File: src/rtl/mc_ctrl_pkg.sv
// mc_ctrl_pkg: shared opcode/funct, ALU, state and mux-select encodings for the multi-cycle MIPS controller
// Contents: instruction field codes, ALU_OP codes, FSM state enum, PC_s/w_r_s/wr_data_s encodings,
//           decoded instruction class struct and the R-type funct -> ALU_OP helper.
package mc_ctrl_pkg;

    localparam logic [5:0] OP_RTYPE = 6'b000000;
    localparam logic [5:0] OP_ADDI  = 6'b001000;
    localparam logic [5:0] OP_ANDI  = 6'b001100;
    localparam logic [5:0] OP_XORI  = 6'b001110;
    localparam logic [5:0] OP_SLTIU = 6'b001011;
    localparam logic [5:0] OP_LW    = 6'b100011;
    localparam logic [5:0] OP_SW    = 6'b101011;
    localparam logic [5:0] OP_BEQ   = 6'b000100;
    localparam logic [5:0] OP_BNE   = 6'b000101;
    localparam logic [5:0] OP_J     = 6'b000010;
    localparam logic [5:0] OP_JAL   = 6'b000011;

    localparam logic [5:0] FN_ADD  = 6'b100000;
    localparam logic [5:0] FN_SUB  = 6'b100010;
    localparam logic [5:0] FN_AND  = 6'b100100;
    localparam logic [5:0] FN_OR   = 6'b100101;
    localparam logic [5:0] FN_XOR  = 6'b100110;
    localparam logic [5:0] FN_NOR  = 6'b100111;
    localparam logic [5:0] FN_SLTU = 6'b101011;
    localparam logic [5:0] FN_SLLV = 6'b000100;
    localparam logic [5:0] FN_JR   = 6'b001000;

    localparam logic [2:0] ALU_AND  = 3'b000;
    localparam logic [2:0] ALU_OR   = 3'b001;
    localparam logic [2:0] ALU_XOR  = 3'b010;
    localparam logic [2:0] ALU_NOR  = 3'b011;
    localparam logic [2:0] ALU_ADD  = 3'b100;
    localparam logic [2:0] ALU_SUB  = 3'b101;
    localparam logic [2:0] ALU_SLTU = 3'b110;
    localparam logic [2:0] ALU_SLLV = 3'b111;

    typedef enum logic [2:0] {
        S_IF  = 3'd0,
        S_ID  = 3'd1,
        S_EX  = 3'd2,
        S_MEM = 3'd3,
        S_WB  = 3'd4,
        S_ERR = 3'd7
    } state_t;

    localparam logic [1:0] PCS_PC4 = 2'b00;
    localparam logic [1:0] PCS_RS  = 2'b01;
    localparam logic [1:0] PCS_BR  = 2'b10;
    localparam logic [1:0] PCS_JMP = 2'b11;

    localparam logic [1:0] WRS_RD = 2'b00;
    localparam logic [1:0] WRS_RT = 2'b01;
    localparam logic [1:0] WRS_RA = 2'b10;

    localparam logic [1:0] WDS_ALU = 2'b00;
    localparam logic [1:0] WDS_MDR = 2'b01;
    localparam logic [1:0] WDS_PC  = 2'b10;

    typedef struct packed {
        logic r_alu;
        logic i_alu;
        logic lw;
        logic sw;
        logic beq;
        logic bne;
        logic j;
        logic jr;
        logic jal;
        logic illegal;
    } iclass_t;

    // {supported, ALU_OP} for an R-type funct; jr is not an ALU op and reports unsupported here
    function automatic logic [3:0] rfunct_alu(input logic [5:0] f);
        case (f)
            FN_ADD:  return {1'b1, ALU_ADD};
            FN_SUB:  return {1'b1, ALU_SUB};
            FN_AND:  return {1'b1, ALU_AND};
            FN_OR:   return {1'b1, ALU_OR};
            FN_XOR:  return {1'b1, ALU_XOR};
            FN_NOR:  return {1'b1, ALU_NOR};
            FN_SLTU: return {1'b1, ALU_SLTU};
            FN_SLLV: return {1'b1, ALU_SLLV};
            default: return {1'b0, ALU_ADD};
        endcase
    endfunction

endpackage

File: src/rtl/multi_cycle_ctrl_if.sv
// multi_cycle_ctrl_if: controller <-> datapath/memory bundle
// Inputs to the controller: op_code, funct (IR fields), ZF (ALU zero), mem_ready (memory completion).
// Outputs: register/PC/memory enables, datapath mux selects, ALU_OP, state and status pulses.
interface multi_cycle_ctrl_if;

    logic [5:0] op_code;
    logic [5:0] funct;
    logic       ZF;
    logic       mem_ready;
    logic       PC_Write;
    logic       IR_Write;
    logic       IorD;
    logic       Mem_Read;
    logic       Mem_Write;
    logic       MDR_Write;
    logic       Write_Reg;
    logic [2:0] ALU_OP;
    logic [1:0] w_r_s;
    logic [1:0] wr_data_s;
    logic       imm_s;
    logic       rt_imm_s;
    logic [1:0] PC_s;
    logic [2:0] state;
    logic       instr_done;
    logic       illegal_instr;
    logic       err;

    modport master (
        input  op_code, funct, ZF, mem_ready,
        output PC_Write, IR_Write, IorD, Mem_Read, Mem_Write, MDR_Write, Write_Reg,
               ALU_OP, w_r_s, wr_data_s, imm_s, rt_imm_s, PC_s, state,
               instr_done, illegal_instr, err
    );

    modport slave (
        output op_code, funct, ZF, mem_ready,
        input  PC_Write, IR_Write, IorD, Mem_Read, Mem_Write, MDR_Write, Write_Reg,
               ALU_OP, w_r_s, wr_data_s, imm_s, rt_imm_s, PC_s, state,
               instr_done, illegal_instr, err
    );

endinterface

File: src/rtl/mc_decode.sv
// mc_decode: combinational op_code/funct decoder for the multi-cycle controller
// Ports: i_op_code, i_funct -> o_alu_op, o_w_r_s, o_wr_data_s, o_imm_s, o_rt_imm_s,
//        o_pc_s (jump/branch target select), o_cls (instruction class flags incl. illegal)
module mc_decode
    import mc_ctrl_pkg::*;
(
    input  logic [5:0] i_op_code,
    input  logic [5:0] i_funct,
    output logic [2:0] o_alu_op,
    output logic [1:0] o_w_r_s,
    output logic [1:0] o_wr_data_s,
    output logic       o_imm_s,
    output logic       o_rt_imm_s,
    output logic [1:0] o_pc_s,
    output iclass_t    o_cls
);

    logic [3:0] w_rf;

    assign w_rf = rfunct_alu(i_funct);

    always_comb begin
        o_alu_op    = ALU_ADD;
        o_w_r_s     = WRS_RD;
        o_wr_data_s = WDS_ALU;
        o_imm_s     = 1'b0;
        o_rt_imm_s  = 1'b0;
        o_pc_s      = PCS_PC4;
        o_cls       = '0;
        case (i_op_code)
            OP_RTYPE: begin
                o_alu_op      = w_rf[2:0];
                o_cls.r_alu   = w_rf[3];
                o_cls.jr      = i_funct == FN_JR;
                o_cls.illegal = !w_rf[3] && i_funct != FN_JR;
                o_pc_s        = (i_funct == FN_JR) ? PCS_RS : PCS_PC4;
            end
            OP_ADDI, OP_ANDI, OP_XORI, OP_SLTIU: begin
                o_cls.i_alu = 1'b1;
                o_w_r_s     = WRS_RT;
                o_rt_imm_s  = 1'b1;
                o_imm_s     = i_op_code == OP_ADDI;
                o_alu_op    = (i_op_code == OP_ANDI) ? ALU_AND :
                              (i_op_code == OP_XORI) ? ALU_XOR :
                              (i_op_code == OP_SLTIU) ? ALU_SLTU : ALU_ADD;
            end
            OP_LW: begin
                o_cls.lw    = 1'b1;
                o_imm_s     = 1'b1;
                o_rt_imm_s  = 1'b1;
                o_w_r_s     = WRS_RT;
                o_wr_data_s = WDS_MDR;
            end
            OP_SW: begin
                o_cls.sw   = 1'b1;
                o_imm_s    = 1'b1;
                o_rt_imm_s = 1'b1;
            end
            OP_BEQ, OP_BNE: begin
                o_cls.beq = i_op_code == OP_BEQ;
                o_cls.bne = i_op_code == OP_BNE;
                o_alu_op  = ALU_SUB;
                o_pc_s    = PCS_BR;
            end
            OP_J: begin
                o_cls.j = 1'b1;
                o_pc_s  = PCS_JMP;
            end
            OP_JAL: begin
                o_cls.jal   = 1'b1;
                o_w_r_s     = WRS_RA;
                o_wr_data_s = WDS_PC;
                o_pc_s      = PCS_JMP;
            end
            default: o_cls.illegal = 1'b1;
        endcase
    end

endmodule

File: src/rtl/multi_cycle_ctrl.sv
// multi_cycle_ctrl: multi-cycle MIPS control FSM (IF/ID/EX/MEM/WB) with memory ready handshake and wait timeout
// Ports: clk, rst (async, active-high); bus (multi_cycle_ctrl_if.master) carrying IR fields, ZF,
//        mem_ready in and all enables, selects, state, instr_done, illegal_instr, err out.
module multi_cycle_ctrl
    import mc_ctrl_pkg::*;
#(
    parameter bit MEM_HANDSHAKE = 1'b1,
    parameter int MAX_WAIT      = 15,
    parameter int WAIT_W        = 4
) (
    input logic                 clk,
    input logic                 rst,
    multi_cycle_ctrl_if.master  bus
);

    state_t            r_state, w_next;
    logic [WAIT_W-1:0] r_wait, w_wait;
    logic              r_err;
    logic              w_mem_done, w_tmo;
    logic              w_pcw, w_irw, w_iord, w_mr, w_mw, w_mdr, w_wr, w_done, w_ill;
    logic [2:0]        w_alu_op;
    logic [1:0]        w_w_r_s, w_wr_data_s, w_pc_s;
    logic              w_imm_s, w_rt_imm_s;
    iclass_t           w_cls;

    mc_decode u_decode (
        .i_op_code   (bus.op_code),
        .i_funct     (bus.funct),
        .o_alu_op    (w_alu_op),
        .o_w_r_s     (w_w_r_s),
        .o_wr_data_s (w_wr_data_s),
        .o_imm_s     (w_imm_s),
        .o_rt_imm_s  (w_rt_imm_s),
        .o_pc_s      (w_pc_s),
        .o_cls       (w_cls)
    );

    assign w_mem_done = MEM_HANDSHAKE ? bus.mem_ready : 1'b1;
    // this not-ready cycle would be the MAX_WAIT-th in a row; a completion here still wins
    assign w_tmo = !w_mem_done && ((r_wait + WAIT_W'(1)) == WAIT_W'(MAX_WAIT));

    always_comb begin
        w_next = r_state;
        w_wait = r_wait;
        w_pcw  = 1'b0;
        w_irw  = 1'b0;
        w_iord = 1'b0;
        w_mr   = 1'b0;
        w_mw   = 1'b0;
        w_mdr  = 1'b0;
        w_wr   = 1'b0;
        w_done = 1'b0;
        w_ill  = 1'b0;
        case (r_state)
            S_IF: begin
                w_mr   = 1'b1;
                w_irw  = w_mem_done;
                w_pcw  = w_mem_done;
                w_wait = w_mem_done ? '0 : r_wait + WAIT_W'(1);
                w_next = w_mem_done ? S_ID : (w_tmo ? S_ERR : S_IF);
            end
            S_ID: begin
                w_ill  = w_cls.illegal;
                w_pcw  = w_cls.j | w_cls.jr;
                w_done = w_cls.j | w_cls.jr;
                w_next = (w_cls.illegal | w_cls.j | w_cls.jr) ? S_IF : S_EX;
            end
            S_EX: begin
                w_pcw  = (w_cls.beq & bus.ZF) | (w_cls.bne & ~bus.ZF) | w_cls.jal;
                w_wr   = w_cls.jal;
                w_done = w_cls.beq | w_cls.bne | w_cls.jal;
                w_next = (w_cls.lw | w_cls.sw) ? S_MEM : (w_cls.r_alu | w_cls.i_alu) ? S_WB : S_IF;
            end
            S_MEM: begin
                w_iord = 1'b1;
                w_mr   = w_cls.lw;
                w_mw   = w_cls.sw;
                w_mdr  = w_mem_done & w_cls.lw;
                w_done = w_mem_done & w_cls.sw;
                w_wait = w_mem_done ? '0 : r_wait + WAIT_W'(1);
                w_next = w_mem_done ? (w_cls.lw ? S_WB : S_IF) : (w_tmo ? S_ERR : S_MEM);
            end
            S_WB: begin
                w_wr   = 1'b1;
                w_done = 1'b1;
                w_next = S_IF;
            end
            S_ERR: w_next = S_ERR;
            default: w_next = S_ERR;
        endcase
    end

    always_ff @(posedge clk or posedge rst) begin
        if (rst) begin
            r_state <= S_IF;
            r_wait  <= '0;
            r_err   <= 1'b0;
        end else begin
            r_state <= w_next;
            r_wait  <= w_wait;
            r_err   <= r_err | (w_next == S_ERR);
        end
    end

    // reset forces state to IF asynchronously, so enables are masked to keep IF's read request quiet
    assign bus.PC_Write      = w_pcw & ~rst;
    assign bus.IR_Write      = w_irw & ~rst;
    assign bus.IorD          = w_iord;
    assign bus.Mem_Read      = w_mr & ~rst;
    assign bus.Mem_Write     = w_mw & ~rst;
    assign bus.MDR_Write     = w_mdr & ~rst;
    assign bus.Write_Reg     = w_wr & ~rst;
    assign bus.instr_done    = w_done & ~rst;
    assign bus.illegal_instr = w_ill & ~rst;
    assign bus.ALU_OP        = w_alu_op;
    assign bus.w_r_s         = w_w_r_s;
    assign bus.wr_data_s     = w_wr_data_s;
    assign bus.imm_s         = w_imm_s;
    assign bus.rt_imm_s      = w_rt_imm_s;
    // the IR still holds the previous instruction during IF, so fetch always selects PC+4
    assign bus.PC_s          = (r_state == S_IF) ? PCS_PC4 : w_pc_s;
    assign bus.state         = r_state;
    assign bus.err           = r_err;

endmodule

File: src/flat_wrapper.sv
// flat-port wrapper written by rule: the top's interface ports become plain ports
module multi_cycle_ctrl_flat import mc_ctrl_pkg::*;
#(
    parameter bit MEM_HANDSHAKE = 1'b1,
    parameter int MAX_WAIT      = 15,
    parameter int WAIT_W        = 4
)
  (clk, rst, bus_op_code, bus_funct, bus_ZF, bus_mem_ready, bus_PC_Write, bus_IR_Write, bus_IorD, bus_Mem_Read, bus_Mem_Write, bus_MDR_Write, bus_Write_Reg, bus_ALU_OP, bus_w_r_s, bus_wr_data_s, bus_imm_s, bus_rt_imm_s, bus_PC_s, bus_state, bus_instr_done, bus_illegal_instr, bus_err);
  multi_cycle_ctrl_if bus_i ();
  input logic clk;
  input logic rst;
  input wire logic [$bits(bus_i.op_code)-1:0] bus_op_code;
  input wire logic [$bits(bus_i.funct)-1:0] bus_funct;
  input wire logic [$bits(bus_i.ZF)-1:0] bus_ZF;
  input wire logic [$bits(bus_i.mem_ready)-1:0] bus_mem_ready;
  output wire logic [$bits(bus_i.PC_Write)-1:0] bus_PC_Write;
  output wire logic [$bits(bus_i.IR_Write)-1:0] bus_IR_Write;
  output wire logic [$bits(bus_i.IorD)-1:0] bus_IorD;
  output wire logic [$bits(bus_i.Mem_Read)-1:0] bus_Mem_Read;
  output wire logic [$bits(bus_i.Mem_Write)-1:0] bus_Mem_Write;
  output wire logic [$bits(bus_i.MDR_Write)-1:0] bus_MDR_Write;
  output wire logic [$bits(bus_i.Write_Reg)-1:0] bus_Write_Reg;
  output wire logic [$bits(bus_i.ALU_OP)-1:0] bus_ALU_OP;
  output wire logic [$bits(bus_i.w_r_s)-1:0] bus_w_r_s;
  output wire logic [$bits(bus_i.wr_data_s)-1:0] bus_wr_data_s;
  output wire logic [$bits(bus_i.imm_s)-1:0] bus_imm_s;
  output wire logic [$bits(bus_i.rt_imm_s)-1:0] bus_rt_imm_s;
  output wire logic [$bits(bus_i.PC_s)-1:0] bus_PC_s;
  output wire logic [$bits(bus_i.state)-1:0] bus_state;
  output wire logic [$bits(bus_i.instr_done)-1:0] bus_instr_done;
  output wire logic [$bits(bus_i.illegal_instr)-1:0] bus_illegal_instr;
  output wire logic [$bits(bus_i.err)-1:0] bus_err;
  assign bus_i.op_code = bus_op_code;
  assign bus_i.funct = bus_funct;
  assign bus_i.ZF = bus_ZF;
  assign bus_i.mem_ready = bus_mem_ready;
  assign bus_PC_Write = bus_i.PC_Write;
  assign bus_IR_Write = bus_i.IR_Write;
  assign bus_IorD = bus_i.IorD;
  assign bus_Mem_Read = bus_i.Mem_Read;
  assign bus_Mem_Write = bus_i.Mem_Write;
  assign bus_MDR_Write = bus_i.MDR_Write;
  assign bus_Write_Reg = bus_i.Write_Reg;
  assign bus_ALU_OP = bus_i.ALU_OP;
  assign bus_w_r_s = bus_i.w_r_s;
  assign bus_wr_data_s = bus_i.wr_data_s;
  assign bus_imm_s = bus_i.imm_s;
  assign bus_rt_imm_s = bus_i.rt_imm_s;
  assign bus_PC_s = bus_i.PC_s;
  assign bus_state = bus_i.state;
  assign bus_instr_done = bus_i.instr_done;
  assign bus_illegal_instr = bus_i.illegal_instr;
  assign bus_err = bus_i.err;
  multi_cycle_ctrl #(.MEM_HANDSHAKE(MEM_HANDSHAKE), .MAX_WAIT(MAX_WAIT), .WAIT_W(WAIT_W)) u_core (.clk(clk), .rst(rst), .bus(bus_i));
endmodule
File: config.mk
export PLATFORM = sky130hd
export DESIGN_NAME = multi_cycle_ctrl_flat
export DESIGN_NICKNAME = d
export VERILOG_FILES = /design/src/rtl/mc_ctrl_pkg.sv /design/src/rtl/multi_cycle_ctrl_if.sv /design/src/rtl/mc_decode.sv /design/src/rtl/multi_cycle_ctrl.sv /design/src/flat_wrapper.sv
export SDC_FILE = /design/constraint.sdc
export NUM_CORES = 1
export LEC_CHECK = 0
export ABC_AREA = 1
export BUFFER_PORTS_ARGS = -buffer_cell sky130_fd_sc_hd__buf_4
export CELL_PAD_IN_SITES_DETAIL_PLACEMENT = 1
export CELL_PAD_IN_SITES_GLOBAL_PLACEMENT = 2
export CORE_MARGIN = 2
export CORE_UTILIZATION = 24
export DETAILED_ROUTE_END_ITERATION = 10
export HOLD_SLACK_MARGIN = 0.05
export PLACE_DENSITY_LB_ADDON = 0.08
export SYNTH_ARGS = -nofsm -noshare
export SYNTH_HDL_FRONTEND = slang
export SYNTH_SLANG_ARGS = --single-unit
export TNS_END_PERCENT = 1
File: constraint.sdc
create_clock -name clk -period 1.5 [get_ports clk]
set_input_delay 0.3 -clock clk [delete_from_list [all_inputs] [get_ports clk]]
set_output_delay 0.3 -clock clk [all_outputs]
set_load 0.03 [all_outputs]
==> load_flow_metrics.sql <==
INSERT INTO impl_metrics (metric_group, metric, value, unit) VALUES
('floorplan', 'floorplan.die_area', '4810', 'um^2'),
('critical_path', 'critical-path-max-stage-delay', '0.45', 'ns'),
('grt', 'grt_remaining_overflow', '0', ''),
('outcome', 'run_status', 'finished, violations left', ''),
('logic_synthesis', 'post_synth_num_cell_types', '32', ''),
('critical_path', 'rr_startpoint', 'u_core.bus.state[0]', ''),
('cts', 'cts_inserted_buffers', '3', ''),
('placed_design', 'post_dp_area', '1750', 'um^2'),
('logic_synthesis', 'syn_avg_cell_area', '6.07', 'um^2'),
('critical_path', 'rr_endpoint', 'u_core.bus.err', ''),
('cells_and_area', 'mostFrequentLayoutCells', '67 x sky130_fd_sc_hd__buf_4, 38 x sky130_fd_sc_hd__nand2_1, 28 x sky130_fd_sc_hd__inv_1, 15 x sky130_fd_sc_hd__nor2_1, 14 x sky130_fd_sc_hd__buf_6', ''),
('critical_path', 'critPathBufInv', '3', ''),
('outcome', 'violated_checks', 'negative setup slack', ''),
('cts', 'cts_hold_buffers', '0', ''),
('cells_and_area', 'finish.net_count', '272', ''),
('logic_synthesis', 'synth-edff-count', '0', ''),
('routing', 'dr.first_iter.drc_count', '33', ''),
('cts', 'cts-root-to-sink-buffers', '2', ''),
('power_and_ir_drop', 'vdd_ir_drop_max', '0.000271', 'V'),
('routing', 'number_of_vias_per_cell_after_detailed_routing', '4.50', ''),
('timing', 'slew_violations', '0', ''),
('cts', 'cts.htree.levels', '1', ''),
('critical_path', 'reg2reg_slack', '-0.02', 'ns'),
('critical_path', 'timing.critical_path.max_delay_family', 'flip-flops', ''),
('placed_design', 'io_buffer_count', '39', ''),
('floorplan', 'die_w', '69.4', 'um'),
('floorplan', 'fp.dieH', '69.4', 'um'),
('placed_design', 'dpl_worst_slack', '-0.225', 'ns'),
('timing', 'final.setup.tns', '-2.57', 'ns'),
('critical_path', 'path_class', 'flip-flop to primary output', ''),
('cts', 'clock-root-buffer', 'sky130_fd_sc_hd__clkbuf_8', ''),
('logic_synthesis', 'post_syn_area', '1030', 'um^2'),
('power_and_ir_drop', 'cellPowerDensity', '564', 'nW/um^2'),
('grt', 'first_global_vias', '1469', ''),
('placed_design', 'place_inst', '298', ''),
('logic_synthesis', 'yosysWarningCount', '0', ''),
('grt', 'grt_first_pass_wirelength', '6460', 'um'),
('critical_path', 'worstSetupStartpointType', 'flip-flop', ''),
('timing', 'min_period_over_period', '1.18', ''),
('timing', 'grt_setup_unrepaired', 'yes', ''),
('grt', 'grtUsageTotal', '0.160', ''),
('hold_path', 'timing.hold.worst.class', 'input pin to asynchronous set/reset pin', ''),
('cells_and_area', 'post_layout_nonfiller_instances', '303', ''),
('critical_path', 'worstRegToRegCells', '11', ''),
('timing', 'worstMarginPinSlew', '0.294', 'ns'),
('routing', 'detail_route.wl_per_cell', '12.4', 'um'),
('routing', 'final_antenna_net_count', '0', ''),
('cts', 'clock-sinks', '8', ''),
('cells_and_area', 'drive_above_1_share', '0.534', ''),
('timing', 'final_hold_violation_count', '0', ''),
('timing', 'clock_skew', '0.000710', 'ns'),
('logic_synthesis', 'synthesis.instances', '169', ''),
('cts', 'cts_tree', 'built', ''),
('critical_path', 'endpoint_kind', 'primary output', ''),
('cts', 'clkLatencyLatePin', '0.23', 'ns'),
('cells_and_area', 'final_core_util', '0.477', ''),
('logic_synthesis', 'yosysSeqAreaShare', '0.195', ''),
('cells_and_area', 'fillCellCount', '544', ''),
('cells_and_area', 'num_antenna_cells', '0', ''),
('grt', 'initial_antenna_violation_count', '0', ''),
('critical_path', 'worst_path_required', '1.20', 'ns'),
('power_and_ir_drop', 'p_leak', '1.01', 'nW'),
('timing', 'layout_setup_ws', '-0.274', 'ns'),
('floorplan', 'std_cell_rows', '23', ''),
('job', 'max_cap_violations', '0', ''),
('cells_and_area', 'mostFrequentLayoutCell', 'sky130_fd_sc_hd__buf_4', ''),
('routing', 'wl', '3750', 'um'),
('timing', 'finalWorstPathRequiredPeriod', '1.77', 'ns'),
('critical_path', 'worstPathArrival', '1.47', 'ns'),
('logic_synthesis', 'syn_nets', '187', ''),
('timing', 'setup_viol', '17', '');
-- kinds of logic (layout without fill, tap and decap cells) --
family                   count (synthesis)  count (layout)  synth area share
AO/OA/AOI/OAI                           19              19             0.109
XOR/XNOR                                 2               2            0.0171
adder cells (fa/ha/maj)                  2               2            0.0244
buffers and inverters                   34             118             0.127
flip-flops                               8               8             0.195
AND/OR/NAND/NOR                        104             104             0.528
-- worst max path at each step --
stage | depth (start not counted) | to | from
2_1_floorplan | 6 | bus_instr_done | u_core.bus.state[2]
4_1_cts | 6 | bus_Mem_Write | u_core.bus.state[2]
3_3_place_gp | 9 | bus_illegal_instr | bus_op_code[0]
6_report | 7 | bus_instr_done | u_core.bus.state[2]
5_1_grt | 8 | bus_PC_Write | u_core.bus.state[0]
3_5_place_dp | 9 | bus_illegal_instr | bus_op_code[1]
-- timing repair --
item                                    CTS  global route
endpoints found under the setup margin   19            24
buffers inserted                          1             0
pin swaps                                 8             5
resized for setup                        22            15
hold endpoints to repair                  0             0
-- power breakdown --
group	internal [mW]	leakage, nW	total [mW]	switching, mW
sequential	0.253	0.0981	0.293	0.0405
combinational	0.226	0.886	0.527	0.301
clock	0.184	0.0228	0.271	0.0868
-- cells in the mapped netlist (2+ instances only) --
master,number,area share
sky130_fd_sc_hd__inv_2,4,0.015
sky130_fd_sc_hd__nor3_1,4,0.020
sky130_fd_sc_hd__a21oi_1,5,0.024
sky130_fd_sc_hd__dfrtp_1,8,0.20
sky130_fd_sc_hd__nand2_1,42,0.15
sky130_fd_sc_hd__inv_1,28,0.10
sky130_fd_sc_hd__a31oi_1,2,0.012
sky130_fd_sc_hd__ha_1,2,0.024
sky130_fd_sc_hd__nor2_2,4,0.024
sky130_fd_sc_hd__nand2_2,6,0.037
sky130_fd_sc_hd__nor2_1,23,0.084
sky130_fd_sc_hd__o21ai_0,6,0.029
sky130_fd_sc_hd__nand4_1,3,0.018
sky130_fd_sc_hd__nand3_1,10,0.049
sky130_fd_sc_hd__nor2_4,5,0.055
-- flip-flops by register name, indices dropped and copies added (netlist names) --
name	count
u_core.bus.err	1
u_core.bus.state	3
u_core.r_wait	4
-- final cells by class --
class / count / area, um^2 / area share
Timing Repair Buffer: 81 / 661 / 0.342
Multi-Input combinational cell: 127 / 828 / 0.428
Inverter: 33 / 134 / 0.0692
Sequential cell: 8 / 204 / 0.105
Tap cell: 50 / 62.6 / 0.0323
Clock buffer: 4 / 45.0 / 0.0233
-- worst register-to-register path: cells and delay by family, from the launching register on --
family                 cells  cell delay, ns
buffers and inverters      2            0.27
DFF                        1            0.41
and+or+nand+nor            9            0.78
-- layer usage --
layer,vias up,share of wire,global-route usage
met4,0,0.0091,0.0392
met2,31,0.48,0.275
met5,-,0,0
met1,621,0.48,0.217
li1,706,-,-
met3,4,0.033,0.0102
No activity file was read; power rests on OpenSTA's default activity.
